<file path="config.mk">
export PLATFORM = sky130hd
export DESIGN_NAME = rsa_modexp_ctrl
export DESIGN_NICKNAME = d
export VERILOG_FILES = /design/src/rtl/rsa_modexp_ctrl.sv
export SDC_FILE = /design/constraint.sdc
export NUM_CORES = 1
export LEC_CHECK = 0
export CORE_MARGIN = 3
export CORE_UTILIZATION = 46
export DETAILED_ROUTE_END_ITERATION = 10
export PLACE_DENSITY = 0.77
export SLEW_MARGIN = 15
export SYNTH_ARGS = -nofsm -noshare
export SYNTH_HDL_FRONTEND = slang
export SYNTH_SLANG_ARGS = --single-unit
export TNS_END_PERCENT = 50
</file>
<file path="constraint.sdc">
create_clock -name clk -period 3.3 [get_ports clk]
set_input_delay 0.33 -clock clk [delete_from_list [all_inputs] [get_ports clk]]
set_output_delay 0.33 -clock clk [all_outputs]
set_load 0.01 [all_outputs]
</file>
<file path="src/rtl/rsa_modexp_ctrl.sv">
// Left-to-right square-and-multiply sequencer for c = m^e mod n, driving a shared
// modular multiplier over a level req / pulse ack handshake, in fast or constant-time scan.
module rsa_modexp_ctrl #(
    parameter int WIDTH = 8,
    parameter int CNT_W = 16
) (
    input  logic                 clk,
    input  logic                 rst,
    input  logic                 start,
    input  logic                 ct_mode,
    input  logic [WIDTH-1:0]     m,
    input  logic [WIDTH-1:0]     e,
    input  logic [2*WIDTH-1:0]   n,
    output logic                 mul_req,
    output logic [2*WIDTH-1:0]   mul_a,
    output logic [2*WIDTH-1:0]   mul_b,
    output logic [2*WIDTH-1:0]   mul_n,
    input  logic                 mul_ack,
    input  logic [2*WIDTH-1:0]   mul_p,
    output logic [2*WIDTH-1:0]   c,
    output logic                 finish,
    output logic                 busy,
    output logic                 err,
    output logic [CNT_W-1:0]     cyc_cnt
);

    localparam int DW    = 2 * WIDTH;
    localparam int BIT_W = (WIDTH > 1) ? $clog2(WIDTH) : 1;
    localparam logic [BIT_W-1:0] BIT_TOP = BIT_W'(WIDTH - 1);
    localparam logic [DW-1:0]    ONE     = DW'(1);

    typedef enum logic [2:0] {
        IDLE = 3'd0,
        INIT = 3'd1,
        SQ   = 3'd2,
        MUL  = 3'd3,
        DONE = 3'd4
    } state_t;

    state_t            state_q;
    logic [DW-1:0]     acc_q;
    logic [DW-1:0]     m_q;
    logic [WIDTH-1:0]  e_q;
    logic              ct_q;
    logic [BIT_W-1:0]  bit_q;
    logic              mul_req_q;
    logic [DW-1:0]     mul_a_q;
    logic [DW-1:0]     mul_b_q;
    logic [DW-1:0]     mul_n_q;
    logic [DW-1:0]     c_q;
    logic              finish_q;
    logic              busy_q;
    logic              err_q;
    logic [CNT_W-1:0]  cyc_cnt_q;

    logic              ebit;
    logic              last_bit;
    logic [DW-1:0]     mul_acc_d;
    logic [CNT_W-1:0]  cyc_cnt_d;

    always_comb begin
        ebit      = e_q[bit_q];
        last_bit  = (bit_q == '0);
        // In constant-time mode a multiply on a 0 bit still runs; its product is dropped here.
        mul_acc_d = ebit ? mul_p : acc_q;
        cyc_cnt_d = (&cyc_cnt_q) ? cyc_cnt_q : cyc_cnt_q + CNT_W'(1);
    end

    always_ff @(posedge clk or posedge rst) begin
        if (rst) begin
            state_q   <= IDLE;
            acc_q     <= '0;
            m_q       <= '0;
            e_q       <= '0;
            ct_q      <= 1'b0;
            bit_q     <= '0;
            mul_req_q <= 1'b0;
            mul_a_q   <= '0;
            mul_b_q   <= '0;
            mul_n_q   <= '0;
            c_q       <= '0;
            finish_q  <= 1'b0;
            busy_q    <= 1'b0;
            err_q     <= 1'b0;
            cyc_cnt_q <= '0;
        end else begin
            finish_q <= 1'b0;
            if (state_q != IDLE) begin
                cyc_cnt_q <= cyc_cnt_d;
            end

            case (state_q)
                IDLE: begin
                    if (start) begin
                        m_q       <= {{WIDTH{1'b0}}, m};
                        e_q       <= e;
                        mul_n_q   <= n;
                        ct_q      <= ct_mode;
                        err_q     <= 1'b0;
                        cyc_cnt_q <= '0;
                        acc_q     <= ONE;
                        bit_q     <= BIT_TOP;
                        busy_q    <= 1'b1;
                        state_q   <= INIT;
                    end
                end

                INIT: begin
                    if (mul_n_q == '0 || mul_n_q == ONE) begin
                        err_q    <= (mul_n_q == '0);
                        acc_q    <= '0;
                        c_q      <= '0;
                        finish_q <= 1'b1;
                        state_q  <= DONE;
                    end else begin
                        mul_req_q <= 1'b1;
                        mul_a_q   <= acc_q;
                        mul_b_q   <= acc_q;
                        state_q   <= SQ;
                    end
                end

                SQ: begin
                    if (mul_ack) begin
                        acc_q <= mul_p;
                        if (ct_q || ebit) begin
                            mul_a_q <= mul_p;
                            mul_b_q <= m_q;
                            state_q <= MUL;
                        end else if (last_bit) begin
                            mul_req_q <= 1'b0;
                            c_q       <= mul_p;
                            finish_q  <= 1'b1;
                            state_q   <= DONE;
                        end else begin
                            bit_q   <= bit_q - BIT_W'(1);
                            mul_a_q <= mul_p;
                            mul_b_q <= mul_p;
                        end
                    end
                end

                MUL: begin
                    if (mul_ack) begin
                        acc_q <= mul_acc_d;
                        if (last_bit) begin
                            mul_req_q <= 1'b0;
                            c_q       <= mul_acc_d;
                            finish_q  <= 1'b1;
                            state_q   <= DONE;
                        end else begin
                            bit_q   <= bit_q - BIT_W'(1);
                            mul_a_q <= mul_acc_d;
                            mul_b_q <= mul_acc_d;
                            state_q <= SQ;
                        end
                    end
                end

                DONE: begin
                    busy_q  <= 1'b0;
                    state_q <= IDLE;
                end

                default: begin
                    mul_req_q <= 1'b0;
                    busy_q    <= 1'b0;
                    state_q   <= IDLE;
                end
            endcase
        end
    end

    assign mul_req = mul_req_q;
    assign mul_a   = mul_a_q;
    assign mul_b   = mul_b_q;
    assign mul_n   = mul_n_q;
    assign c       = c_q;
    assign finish  = finish_q;
    assign busy    = busy_q;
    assign err     = err_q;
    assign cyc_cnt = cyc_cnt_q;

endmodule

</file>
## Word-level counts from Yosys, hierarchy flattened

Cells that the tools add are included.

| storage, ports and cells | value |
|---|---|
| input port bits | 53 |
| bits in registers | 123 |
| word-level logic and storage cells | 117 |
| output and inout port bits | 84 |

| operators by class | value |
|---|---|
| equal/unequal tests | 16 |
| muxes and demuxes | 59 |
| add/sub/neg operators | 2 |
| bitwise logic cells | 2 |
| reduce and logical (&&, ||, !) cells | 22 |
| $lt $le $gt $ge | 1 |

Operator list:

| operator | count |
|---|---|
| $mux W16 | 22 |
| $pmux W16 S3 | 3 |
| $pmux W16 S4 | 1 |
| $mux W3 | 12 |
| $ne A2 B2 Y1 const B | 9 |
| $add A16 B1 Y16 const B | 1 |
| $eq A16 B1 Y1 const B | 1 |
| $logic_not A16 Y1 | 1 |
| $reduce_and A16 Y1 | 1 |
| $reduce_and A5 Y1 | 3 |
| $mux W1 | 14 |
| $pmux W3 S4 | 1 |
| $pmux W3 S3 | 1 |
| $reduce_bool A3 Y1 | 3 |
| $reduce_and A7 Y1 | 1 |
| $eq A3 B2 Y1 const B | 2 |
| $logic_not A3 Y1 | 2 |
| $ne A3 B3 Y1 const B | 2 |
| $reduce_and A6 Y1 | 1 |
| $lt A3 B4 Y1 const B | 1 |
| $pmux W1 S2 | 2 |
| $pmux W1 S4 | 1 |
| $reduce_and A2 Y1 | 2 |
| $reduce_and A4 Y1 | 1 |
| 12 further kinds | 14 |

## Depth between registers and ports, before layout

| depth | value |
|---|---|
| word-level depth | 6 |
| gate-level depth with buffers | 10 |
| mapped depth without buffers | 8 |

## Worst setup path before layout

OpenSTA, ideal clock, no wires.

| timing | value |
|---|---|
| path kind | register to register |
| start point | reg bit_q[0] |
| end point | reg mul_b_q[2] (netlist: mul_b[2]) |
| path slack | 1286 ps |
| cell stages (with the launch flop) | 11 |
| data required time | 3179 ps |
| clock period less this slack | 2014 ps |
| path buffers | 2 |
| data arrival time | 1893 ps |
| library setup time | 121 ps |
| cell sequence | dfrtp_1 buf_6 inv_1 ha_1 nand2b_1 o21ai_0 a211o_1 a311oi_2 buf_2 o211ai_1 o22a_1 |

| on the way | value |
|---|---|
| word-level cells in the longest chain between the ends | 6 |
| elaborated cells on any way between the ends | 13 |
| those cells by class | eq/ne (2); mux (8); reduce/logical (3) |

RTL lines:

| item | line | text |
|---|---|---|
| from (decl) | 45 | `logic [BIT_W-1:0] bit_q;` |
| from (signal assigned) | 136 | `bit_q <= bit_q - BIT_W'(1);` |
| from (signal assigned) | 152 | `bit_q <= bit_q - BIT_W'(1);` |
| $bmux W1 S3 | 62 | `ebit = e_q[bit_q];` |
| $mux W1 (not written as such) | 62 |  |
| $mux W16 or $logic_or A1 B1 Y1 (tied branches) | 65, 126 |  |
| $mux W16, on equally long branches | 146, 126 |  |
| $mux W16, on equally long branches | 144, 124 |  |
| $pmux W16 S3 | 92 | `case (state_q)` |
| to (signal assigned) | 118 | `mul_b_q <= acc_q;` |
| to (signal assigned) | 138 | `mul_b_q <= mul_p;` |
| to (signal assigned) | 154 | `mul_b_q <= mul_acc_d;` |
| to (decl) | 48 | `logic [DW-1:0] mul_b_q;` |

Parallel ways exist; a longest one is shown, timed or not. The select of a mux whose other input is x is not followed.
A chain may end at the register's enable or synchronous reset.

## Final worst setup path

| timing | value |
|---|---|
| start point | reg bit_q[0] |
| end point | reg mul_b_q[1] (netlist: mul_b[1]) |

Same word-level chain as after synthesis.

==> metrics.txt <==
result of the run complete, no violations; critical path type flop to flop; final-report hold violation count 0; wire length of the first global-routing pass 25,400 um; share of the clock period used by the worst path 76.8%; synthesized area divided by synthesized cell count 9.89 sq um; Post-Synthesis Cell Area 6020 sq um; number of placed I/O pins 137; nets@finish 794; grt ovf 0; hold_buf cts 0; Final Max Slew Viols 0; initial cell density of the core 47.3%; count of buffers from port buffering 136; initial antenna violation count 0; unrepaired setup endpoints after global routing false; number of clock buffers inserted by TritonCTS 17; critical path's top delay family compound AO/OA/AOI/OAI gates; area of placed instances 7490 sq um; highest net fanout along the worst path 18; die outline width 120 um; crit path time final 2.53 ns; Avg Vias per Cell 5.55; maximum vdd drop 0.000406 V; element type at the critical path end flop; pre-CTS setup slack 0.764 ns; worst path required time 3.63 ns; startpoint type of the worst setup path flop; overall routed net length 15,400 um; main combinational cell family by area after synthesis simple AND/OR/NAND/NOR gates; Fmax achieved 395 MHz; H-tree levels 4; post-synthesis register bit count 123; cell-by-cell listing of the critical path inv_1 > ha_1 > nand2b_1 > o21ai_0 > a211o_1 > a311oi_4 > buf_4 > nor2_1 > a31oi_1; placed wire-length estimate after detailed placement 11,000 um; setup slack of the critical path after layout 0.767 ns; Placer Congestion 0.861; fraction of the mapped netlist area in simple logic gates 17.9%; layout overhead on the synthesized area 34.0%; clock latency reported for the late side of the worst-skew pair 0.42 ns; EDFF count, synth 0; First DRT Iteration DRCs 448; Filler cells 1,070; DR WL/cell 16.7 um; data arrival time of the worst path 2.87 ns; post-synthesis async set-or-reset flop share 100%; buffers inserted by post-CTS timing repair 0; multiplexer share of the synthesized area 8.29%; synthesis warning total 0; post-synthesis sequential area ratio 51.1%; Setup Viol. Count Final 0; Top FF cell, synth sky130_fd_sc_hd__dfrtp_1; Die Outline Area 14,500 sq um; count of unique library cells instantiated by Yosys 63; largest net degree at the start of global routing 65; core area 12,700 sq um; Total Power 0.00826 W; total nets after synthesis 665; Worst Tran Pin Value 0.983 ns; cell with the largest stage delay on the worst path sky130_fd_sc_hd__a311oi_4; clock tree from TritonCTS done; cell area power density 1020 nW/um^2; clock root buffer master sky130_fd_sc_hd__clkbuf_16; total of cells resized after clock tree synthesis 0; worst hold-check path type input port to async pin; number of sinks driven by the clock tree 123; antenna-violating nets left 0; Detailed Routing Iterations Pass 1 5; area used by multi-input combinational logic 2700 sq um; area occupied by registers 3080 sq um; Tot GR Track Use 21.9%; end-of-flow core utilization 63.4%; remaining design rule violation count 0; area of all placed cells without fillers 8070 sq um; Slew Limit Headroom 34.1%; Clock transition at path regs 0.05 ns; share of post-route cells with drive strength above 1 8.40%; share of synthesized cell area in full adder, half adder and majority cells 0.623%; xor and xnor area share after synthesis 1.31%; final sum of negative setup slack 0 ns; count of antenna diodes in the layout 0; number of vias in the routed layout 5,114; max cap viols 0; number of standard-cell rows in the floorplan 41; Leakage 3.69 nW; Synth Area in Compound Gates 16.5%; vertical die dimension 120 um; Mapped Cells 609; total buffers and inverters traversed by the critical path 2; largest incremental delay on the critical path 0.52 ns; buffer depth of the longest clock path 2; vias in the first global route 5,169; Layout Skew 0.00769 ns
-- state kept, by name (all words and copies together), names as in the netlist --
signal / flops
mul_a: 16
cyc_cnt: 16
mul_b: 16
err: 1
acc_q: 16
m_q: 8
c: 16
state_q: 3
bit_q: 3
mul_req: 1
busy: 1
finish: 1
mul_n: 16
e_q: 8
ct_q: 1
-- metrics by stage --
stage | instances | hold slack (ns)
3_5_place_dp | 891 | 0.466
5_1_grt | 922 | 0.444
3_3_place_gp | 891 | 0.463
6_report | 922 | 0.441
2_1_floorplan | 609 | 0.435
4_1_cts | 922 | 0.425
-- final timing paths --
check                                     start                   end  slack (ns)  cells after the start
hold reg to reg               c[15]$_DFFE_PP0P_     c[15]$_DFFE_PP0P_        0.47                      2
hold / removal                              rst  cyc_cnt[9]$_DFF_PP0_        0.44                      2
setup reg to reg           bit_q[0]$_DFFE_PP0P_  mul_b[1]$_DFFE_PP0P_        0.77                      9
max in group asynchronous                   rst    m_q[5]$_DFFE_PP0P_        2.07                      3
setup / recovery           bit_q[0]$_DFFE_PP0P_  mul_b[1]$_DFFE_PP0P_        0.77                      9
min in group clk                           m[6]    m_q[6]$_DFFE_PP0P_        0.44                      3
-- final cells by class --
type	count	area share, %
sequential	123	38.1
multi-input combinational	439	33.5
timing repair buffer	148	18.1
clock buffer	25	6.39
tap	172	2.67
clock inverter	6	0.744
inverter	9	0.465
-- cell usage in the layout, fill, tap and decap left out, drive strengths merged, types with 2 or more instances in the layout --
master         instances
a32oi                  3
o31ai                 16
clkdlybuf4s50        136
a21o                   2
o211ai                 6
xor2                   6
nor2                  43
clkinvlp               3
nor2b                  3
nand3                  9
ha                     3
clkinv                 3
a21oi                 15
or2                    2
nor4                   6
o22ai                  3
o22a                   6
xnor2                  3
inv                    8
a211o                  3
a22oi                  7
mux2                   4
nand2b                 5
and3                   2
nor3b                  2
nand2                157
a22o                  23
clkbuf                25
buf                   12
mux2i                 45
dfrtp                123
a222oi                 7
nand4                  6
a31oi                  4
o21ai                 28
nor3                   8
-- cell families after synthesis --
group	after synthesis
buffers and inverters	47
XOR/XNOR	9
AO/OA/AOI/OAI	131
adder cells (fa/ha/maj)	3
AND/OR/NAND/NOR	247
multiplexers	49
flip-flops	123
-- synth_stat cells, types with 2 or more instances --
library cell               count  share of area (%)
sky130_fd_sc_hd__nand2_1     156                9.7
sky130_fd_sc_hd__dfrtp_1     123                 51
sky130_fd_sc_hd__mux2i_1      45                7.5
sky130_fd_sc_hd__nor2_1       43                2.7
sky130_fd_sc_hd__o21ai_0      21                1.7
sky130_fd_sc_hd__a22o_1       19                2.8
sky130_fd_sc_hd__o31ai_1      16                2.0
sky130_fd_sc_hd__a21oi_1      15                1.2
sky130_fd_sc_hd__clkbuf_1     15               0.94
sky130_fd_sc_hd__buf_2        12                1.0
sky130_fd_sc_hd__inv_1         9               0.56
sky130_fd_sc_hd__nand3_1       9               0.75
sky130_fd_sc_hd__a222oi_1      7                1.2
sky130_fd_sc_hd__a22oi_1       7               0.87
sky130_fd_sc_hd__buf_6         6                1.1
sky130_fd_sc_hd__nand4_1       6               0.62
sky130_fd_sc_hd__nor3_1        6               0.50
sky130_fd_sc_hd__o211ai_1      6               0.75
sky130_fd_sc_hd__o21ai_1       6               0.50
sky130_fd_sc_hd__o22a_1        6               0.87
sky130_fd_sc_hd__xor2_1        6               0.87
sky130_fd_sc_hd__nand2b_1      5               0.52
sky130_fd_sc_hd__nor4_1        5               0.52
sky130_fd_sc_hd__a31oi_1       4               0.42
sky130_fd_sc_hd__a211o_1       3               0.44
sky130_fd_sc_hd__a22o_2        3               0.50
sky130_fd_sc_hd__a32oi_1       3               0.44
sky130_fd_sc_hd__buf_4         3               0.37
sky130_fd_sc_hd__ha_1          3               0.62
sky130_fd_sc_hd__nor2b_1       3               0.31
sky130_fd_sc_hd__xnor2_1       3               0.44
sky130_fd_sc_hd__and3_1        2               0.21
sky130_fd_sc_hd__mux2_2        2               0.37
sky130_fd_sc_hd__nor3_2        2               0.33
-- routing by layer --
layer	global-route usage (%)	wire [um]	up-vias
met4	10.1	428	0
li1	-	-	2419
met2	34.9	7330	198
met3	6.08	1060	34
met1	27.8	6600	2463
met5	0	0	-
-- power breakdown --
group | internal [W] | switching, W
Sequential | 0.00209 | 0.000478
Clock | 0.00115 | 0.000631
Combinational | 0.00182 | 0.00209
Total | 0.00506 | 0.00320
(Power assumes the default switching activity.)
